==> config.mk <==
export PLATFORM = sky130hd
export DESIGN_NAME = uart_tx_mmio
export DESIGN_NICKNAME = d
export VERILOG_FILES = /design/src/rtl/uart_tx_mmio.sv
export SDC_FILE = /design/constraint.sdc
export NUM_CORES = 1
export LEC_CHECK = 0
export ABC_CLOCK_PERIOD_IN_PS = 8800
export BUFFER_PORTS_ARGS = -buffer_cell sky130_fd_sc_hd__buf_2
export CORE_UTILIZATION = 38
export CTS_CLUSTER_DIAMETER = 200
export DETAILED_ROUTE_END_ITERATION = 7
export GPL_ROUTABILITY_DRIVEN = 0
export GPL_TIMING_DRIVEN = 0
export SLEW_MARGIN = 20
export SYNTH_ARGS = -nofsm -noshare
export SYNTH_HDL_FRONTEND = slang
export SYNTH_SLANG_ARGS = --single-unit
==> constraint.sdc <==
create_clock -name clk -period 8.8 [get_ports clk]
set_clock_uncertainty 0.05 [all_clocks]
set_input_delay 2.2 -clock clk [delete_from_list [all_inputs] [get_ports clk]]
set_output_delay 2.2 -clock clk [all_outputs]
set_load 0.02 [all_outputs]
==> src/rtl/uart_tx_mmio.sv <==
// Memory-mapped 8N1 UART transmitter: TXDATA stores fill a byte FIFO, a serialiser drains it onto tx.
// Latency: a store into an empty FIFO with the line idle pops one edge later; the start bit follows that pop edge.
// Backpressure: none to the core; a push to a full FIFO is dropped and latches a sticky overflow flag (W1C via STATUS[3]).
`timescale 1ns/1ps

module uart_tx_mmio #(
  parameter int          CLKS_PER_BIT = 434,
  parameter int          FIFO_DEPTH   = 16,
  parameter logic [31:0] BASE_ADDR    = 32'h0000_2000
) (
  input  logic        clk,
  input  logic        reset,
  input  logic        MemWrite,
  input  logic [31:0] Mem_WrAddr,
  input  logic [31:0] Mem_WrData,
  output logic [31:0] ReadData,
  output logic        hit,
  output logic        tx,
  output logic        tx_busy
);

  localparam int PTR_W  = $clog2(FIFO_DEPTH);
  localparam int CNT_W  = $clog2(FIFO_DEPTH + 1);
  localparam int BAUD_W = $clog2(CLKS_PER_BIT);

  localparam logic [31:0]       STATUS_ADDR = BASE_ADDR + 32'd4;
  localparam logic [BAUD_W-1:0] BAUD_LAST   = BAUD_W'(CLKS_PER_BIT - 1);
  localparam logic [CNT_W-1:0]  CNT_FULL    = CNT_W'(FIFO_DEPTH);

  typedef enum logic [1:0] {
    S_IDLE,
    S_START,
    S_DATA,
    S_STOP
  } state_e;

  // Address decode: word address only, byte offset ignored
  logic hit_txdata;
  logic hit_status;

  // FIFO storage and bookkeeping
  logic [7:0]       fifo_mem [FIFO_DEPTH];
  logic [PTR_W-1:0] wr_ptr_q, wr_ptr_d;
  logic [PTR_W-1:0] rd_ptr_q, rd_ptr_d;
  logic [CNT_W-1:0] count_q, count_d;
  logic             ovf_q, ovf_d;

  logic push_req;
  logic push;
  logic pop;
  logic fifo_empty;
  logic fifo_full;

  // Serialiser state
  state_e            state_q, state_d;
  logic [BAUD_W-1:0] baud_q, baud_d;
  logic [2:0]        bit_q, bit_d;
  logic [7:0]        shift_q, shift_d;
  logic              tx_q, tx_d;
  logic              baud_done;

  // Count as seen through the 8-bit STATUS field; a 256-deep full FIFO reads back 0 here but full=1
  logic [7:0] status_cnt;

  // Store-data and address bits this block never looks at
  logic unused_bits;

  assign hit_txdata = (Mem_WrAddr[31:2] == BASE_ADDR[31:2]);
  assign hit_status = (Mem_WrAddr[31:2] == STATUS_ADDR[31:2]);
  assign hit        = hit_txdata | hit_status;

  assign fifo_empty = (count_q == '0);
  assign fifo_full  = (count_q == CNT_FULL);

  // The serialiser only pops from IDLE, so a pop is known combinationally
  // and frees a slot for a same-cycle push into an otherwise full FIFO.
  assign pop      = (state_q == S_IDLE) && !fifo_empty;
  assign push_req = MemWrite && hit_txdata;
  assign push     = push_req && (!fifo_full || pop);

  assign baud_done  = (baud_q == BAUD_LAST);
  assign status_cnt = 8'(count_q);
  assign tx_busy    = (state_q != S_IDLE);
  assign tx         = tx_q;

  assign unused_bits = ^{Mem_WrAddr[1:0], Mem_WrData[31:8]};

  // STATUS readback; TXDATA and unmapped addresses read as zero
  always_comb begin
    ReadData = '0;
    if (hit_status) begin
      ReadData = {16'h0000, status_cnt, 4'h0, ovf_q, tx_busy, fifo_empty, fifo_full};
    end
  end

  // FIFO pointer/count next state and sticky overflow with W1C clear
  always_comb begin
    wr_ptr_d = wr_ptr_q;
    rd_ptr_d = rd_ptr_q;
    count_d  = count_q;
    ovf_d    = ovf_q;

    if (push) begin
      wr_ptr_d = wr_ptr_q + PTR_W'(1);
    end
    if (pop) begin
      rd_ptr_d = rd_ptr_q + PTR_W'(1);
    end

    case ({push, pop})
      2'b10:   count_d = count_q + CNT_W'(1);
      2'b01:   count_d = count_q - CNT_W'(1);
      default: count_d = count_q;
    endcase

    // A dropped push targets TXDATA and a clear targets STATUS, so they never coincide
    if (push_req && !push) begin
      ovf_d = 1'b1;
    end else if (MemWrite && hit_status && Mem_WrData[3]) begin
      ovf_d = 1'b0;
    end
  end

  // FIFO data array; contents need no reset because the pointers define validity
  always_ff @(posedge clk) begin
    if (push) begin
      fifo_mem[wr_ptr_q] <= Mem_WrData[7:0];
    end
  end

  // FIFO pointers, occupancy and overflow flag
  always_ff @(posedge clk or negedge reset) begin
    if (!reset) begin
      wr_ptr_q <= '0;
      rd_ptr_q <= '0;
      count_q  <= '0;
      ovf_q    <= 1'b0;
    end else begin
      wr_ptr_q <= wr_ptr_d;
      rd_ptr_q <= rd_ptr_d;
      count_q  <= count_d;
      ovf_q    <= ovf_d;
    end
  end

  // Serialiser next state; tx_d is derived from the next state so tx leaves a flop
  always_comb begin
    state_d = state_q;
    baud_d  = baud_q;
    bit_d   = bit_q;
    shift_d = shift_q;
    tx_d    = 1'b1;

    case (state_q)
      S_IDLE: begin
        if (pop) begin
          shift_d = fifo_mem[rd_ptr_q];
          baud_d  = '0;
          state_d = S_START;
        end
      end
      S_START: begin
        if (baud_done) begin
          baud_d  = '0;
          bit_d   = '0;
          state_d = S_DATA;
        end else begin
          baud_d = baud_q + BAUD_W'(1);
        end
      end
      S_DATA: begin
        if (baud_done) begin
          baud_d  = '0;
          shift_d = {1'b0, shift_q[7:1]};
          if (bit_q == 3'd7) begin
            state_d = S_STOP;
          end else begin
            bit_d = bit_q + 3'd1;
          end
        end else begin
          baud_d = baud_q + BAUD_W'(1);
        end
      end
      S_STOP: begin
        if (baud_done) begin
          baud_d  = '0;
          state_d = S_IDLE;
        end else begin
          baud_d = baud_q + BAUD_W'(1);
        end
      end
      default: begin
        state_d = S_IDLE;
      end
    endcase

    case (state_d)
      S_START: tx_d = 1'b0;
      S_DATA:  tx_d = shift_d[0];
      default: tx_d = 1'b1;
    endcase
  end

  // Serialiser registers; reset aborts any frame and returns the line high at once
  always_ff @(posedge clk or negedge reset) begin
    if (!reset) begin
      state_q <= S_IDLE;
      baud_q  <= '0;
      bit_q   <= '0;
      shift_q <= '0;
      tx_q    <= 1'b1;
    end else begin
      state_q <= state_d;
      baud_q  <= baud_d;
      bit_q   <= bit_d;
      shift_q <= shift_d;
      tx_q    <= tx_d;
    end
  end

endmodule

Word-level counts from Yosys, hierarchy flattened
Memories as Yosys holds them, arrays and structs flattened.
Cells that the tools add are included.

storage, ports and cells
  register bits after elaboration = 37
  bits in latches = 0
  bits in writable memories = 128
  bits in read-only memories = 0
  bits of input ports = 67
  output and inout bits = 35
  memories = 1

memories
  name      words  bits a word  read ports  clocked after memory_dff  wr ports  line  text
  fifo_mem  16     8            1           0                         1         42    logic [7:0] fifo_mem [FIFO_DEPTH];

cells by class
  add/sub/neg operators = 6
  multiply operators = 0
  divide/modulo/power cells = 0
  magnitude comparators = 0
  eq/ne operators = 16
  shift operators = 0
  muxes and demuxes = 23
  bitwise operators = 1
  reductions and logical operators = 20

operator list
  cell                                                                 number
  30-bit by 12-bit == test with 1-bit output (second input constant)   2
  9-bit 2-to-1 mux                                                     2
  9-bit case mux with 2 select lines                                   1
  8-bit 2-to-1 mux                                                     2
  8-bit case mux with 2 select lines                                   1
  13-bit 2-to-1 mux                                                    1
  2-bit 2-to-1 mux                                                     5
  5-bit case mux with 2 select lines                                   1
  2-bit nonzero test                                                   5
  9-bit by 1-bit adder with 9-bit output (second input constant)       1
  9-bit == test (second input constant)                                1
  3-bit 2-to-1 mux                                                     3
  4-bit by 1-bit adder with 4-bit output (second input constant)       2
  2-bit == test (second input constant)                                4
  2-bit != test (second input constant)                                4
  2-bit case mux with 4 select lines                                   1
  2-bit by 1-bit == test with 1-bit output (second input constant)     3
  1-bit logical AND                                                    6
  3-bit case mux with 2 select lines                                   1
  5-bit by 1-bit adder with 5-bit output (second input constant)       1
  5-bit == test (second input constant)                                1
  5-bit logical NOT                                                    1
  5-bit by 1-bit subtractor with 5-bit output (second input constant)  1
  1-bit 2-to-1 mux                                                     4
  other kinds (10)                                                     12

Depth between registers and ports, before layout
  word-level depth = 8
  depth in mapped cells = 15
  mapped depth without buffers = 12

Least setup slack after synthesis
OpenSTA, ideal clock, no wires.

  kind = input -> output
  from = in Mem_WrAddr[12]
  to = out ReadData[1]
  arrival time = 3.376 ns
  data required time = 6.550 ns
  path slack = 3.174 ns
  cell stages on the path = 5
  buffers on the path = 1
  cells stage by stage = nor4b_1 -> and4_1 -> and3_1 -> clkbuf_1 -> nor2b_1

on the way
  cells in the longest elaborated chain, start to end = 2

RTL lines
  item                                        line  text
  start: declaration                          14    input logic [31:0] Mem_WrAddr,
  30-bit by 12-bit == test with 1-bit output  69    assign hit_status = (Mem_WrAddr[31:2] == STATUS_ADDR[31:2]);
  13-bit 2-to-1 mux                           91    if (hit_status) begin
  end: declaration                            16    output logic [31:0] ReadData,

No other way between the ends.

Worst setup path in the final report
  from = in Mem_WrAddr[12]
  to = out ReadData[0]

Same word-level chain as after synthesis.

==> metrics <==
share of the core filled with cells in the final layout=46.1%; headroom to the max-slew limit=42.0%; overall die area=19900 µm²; Detail Route Antenna Nets=0; Routed WL=14600 µm; Data arrival, critical path=3.64 ns; overflow left after global routing=0; Post-Route Setup TNS=0 ns; top cell type's share of synthesized area=52.3%; global routing usage on met1=19.1%; critical path data required time=6.55 ns; result of the run=completed; Syn Area/Cell=16.0 µm²; final count of pins violating max slew=0; worst setup path endpoint=ReadData[0]; Tightest Pin Transition=0.869 ns; y dimension of the die=141 µm; met2 usage in global routing=27.1%; maximum level of the CTS H-tree=4; worst hold-check path type=reg -> reg; initial cell density of the core=39.0%; most area-consuming cells after synthesis=edfxtp_1 (52%), dfrtp_1 (12%), mux4_1 (7.9%), mux4_2 (3.4%), buf_4 (2.4%); unique cell type count in the Yosys netlist=52; gr usage total=15.7%; DRC=0; area of the mapped netlist=7340 µm²; Cell Count, Final, Fillers Out=834; root cell of the clock tree=clkbuf_16; RSZ-0062 raised after global routing=false; sequential area share after synthesis=65.0%; most used flip-flop cell after synthesis=edfxtp_1; final setup violating endpoints=0; cell taking the most area after synthesis=edfxtp_1; clock-pin slew on the worst setup and hold paths=0.06 ns; io pins=102; worst reg2reg startpoint=count_q[2]$_DFFE_PN0P_; number of inserted filler cells in the final layout=1634; Multi-input gate area=2350 µm²; # Post-CTS Setup Buffers=0; wire length of the first global-routing pass=22700 µm; clk sink count=165; largest net degree at the start of global routing=38; peak supply drop=0.147 mV; commonest non-fill, non-tap cells in the layout=edfxtp_1 (128), buf_2 (60), dfrtp_1 (36); routing layer with the top usage in global route=met2; number of synthesized register bits=165; final antenna diode count=0; reg-to-reg slack, setup=5.15 ns; total half-perimeter wirelength after legalization and detailed placement=10100 µm; final critical-path share of the clock period=66.9%; initial antenna violation count=0; Max Cap Violations=0; Placed Instances=802; most common library cell in the layout ignoring fill and taps=edfxtp_1; startpoint of the lowest-slack hold path=shift_q[1]$_DFFE_PN0P_; sort of element at the start of the critical path=input port; Final Hold Vio Count=0; die extent in x=141 µm; share of flip-flops with an asynchronous set or reset after synthesis=22.4%; sequential cell area in the final layout=4770 µm²; FP Rows=50; fmax=170 MHz; Crit. Startpoint=Mem_WrAddr[12]; Core ar.=18800 µm²; final period demand of the worst path=5.89 ns; CTS-repair resized insts=0; latest clock arrival within the worst-skew pair=0.43 ns; capture instance of the worst register-to-register path=count_q[4]$_DFFE_PN0P_; number of hold buffers added after CTS=0; pwr dens=185 nW/µm²; vias per cell=4.99; Final nets=641; area grow syn2layout=18.2%; number of cells on the worst reg-to-reg path=15; leakage dissipation=0.00325 µW; DR pass1 iterations=4; average detailed-routed wire length per instance=17.5 µm; initial detailed-routing violation count=365; type of element capturing the critical path=output port; via count of the first global-routing pass=4232; input/output buffers=52; path type of the worst setup path=in -> out; maximum fanout encountered on the critical timing path=9; clock tree from TritonCTS=built; Via Count=4158; Longest Clk Path Bufs=2; count of warnings emitted by yosys=0; fraction of final layout cells with drive strength greater than 1=26.1%; cts bufs inserted=17; gate count after technology mapping=460; Post-synth EDFFs=128; met3 usage in global routing=3.53%
## flip-flops by register name (all words and copies together) (netlist names)
register	cells
baud_q	9
rd_ptr_q	4
count_q	5
fifo_mem	128
shift_q	8
tx	1
bit_q	3
state_q	2
wr_ptr_q	4
ovf_q	1
## kinds of logic after synthesis
kind of cell | after synthesis | share of synthesized area, %
and+or+nand+nor | 108 | 8.20
other | 1 | 0.0511
AOI/OAI and AO/OA | 58 | 5.33
adders and majority gates | 13 | 2.22
xor gates and xnor gates | 15 | 1.79
DFF | 165 | 65.0
buffers and inverters | 57 | 4.80
muxes | 43 | 12.6
## per-stage QoR
| stage | setup WS (ns) | power (µW) | area [µm²] | hold WS (ns) |
|---|---|---|---|---|
| after floorplan | 3.17 | 874 | 7430 | 0.418 |
| after global placement | 2.99 | 894 | 8010 | 0.438 |
| after detailed placement | 2.92 | 895 | 8110 | 0.443 |
| after CTS | 2.91 | 1620 | 8680 | 0.461 |
| after global routing | 2.76 | 1650 | 8680 | 0.485 |
| final | 2.91 | 1600 | 8680 | 0.470 |
## layout make-up
type,count,share of cell area (%)
flip-flops and latches,165,54.9
multi-input cells,260,27.1
clock buffers,18,4.94
well taps,260,3.75
repair buffers,60,3.57
plain buffers,44,3.50
clock inverters,14,1.64
inverters,13,0.562
## worst max-delay path, cell delays in order
cell	delay [ns]
buf_2	0.10
nor4b_1	0.29
and4_1	0.29
and3_1	0.17
clkbuf_1	0.24
and3_1	0.19
buf_2	0.16
## cells in the mapped netlist, types with 2 or more instances
library cell,n
buf_12,2
a22oi_1,3
and3_1,8
a21o_1,2
o211ai_1,2
inv_1,12
nand4_1,4
nor4_1,14
a221o_1,6
nand2_1,25
mux4_1,22
ha_1,13
buf_4,23
nor4_2,2
nor2b_1,8
mux4_2,11
dfrtp_1,36
nand3_1,5
nand3b_1,3
clkbuf_1,12
nor2_1,16
a31oi_1,2
buf_6,2
and2_1,12
edfxtp_1,128
a21oi_1,4
mux2_2,2
nand2b_1,2
xnor2_1,9
buf_2,4
mux2i_1,8
o21ai_0,20
xor2_1,6
and4_1,3
a211oi_1,12
## how the worst min path moves through the flow
stage	to	slack (ns)	cells after the start
6_report	shift_q[1]$_DFFE_PN0P_	0.47	1
5_1_grt	baud_q[7]$_DFFE_PN0P_	0.49	1
4_1_cts	shift_q[7]$_DFFE_PN0P_	0.46	2
3_5_place_dp	shift_q[7]$_DFFE_PN0P_	0.44	2
3_3_place_gp	baud_q[7]$_DFFE_PN0P_	0.44	1
2_1_floorplan	baud_q[7]$_DFFE_PN0P_	0.42	1
## per-layer routing
metal | up-vias | wire length, µm | share of wire (%)
met5 | - | 0 | 0
met4 | 0 | 147 | 1.0
met3 | 11 | 629 | 4.3
met2 | 97 | 7510 | 51
met1 | 2094 | 6330 | 43
li1 | 1956 | - | -
## power by group
group	internal, µW	switching [µW]
clock	399	326
combinational	13.6	25.1
sequential	840	0.00000367
(Power assumes the default switching activity.)
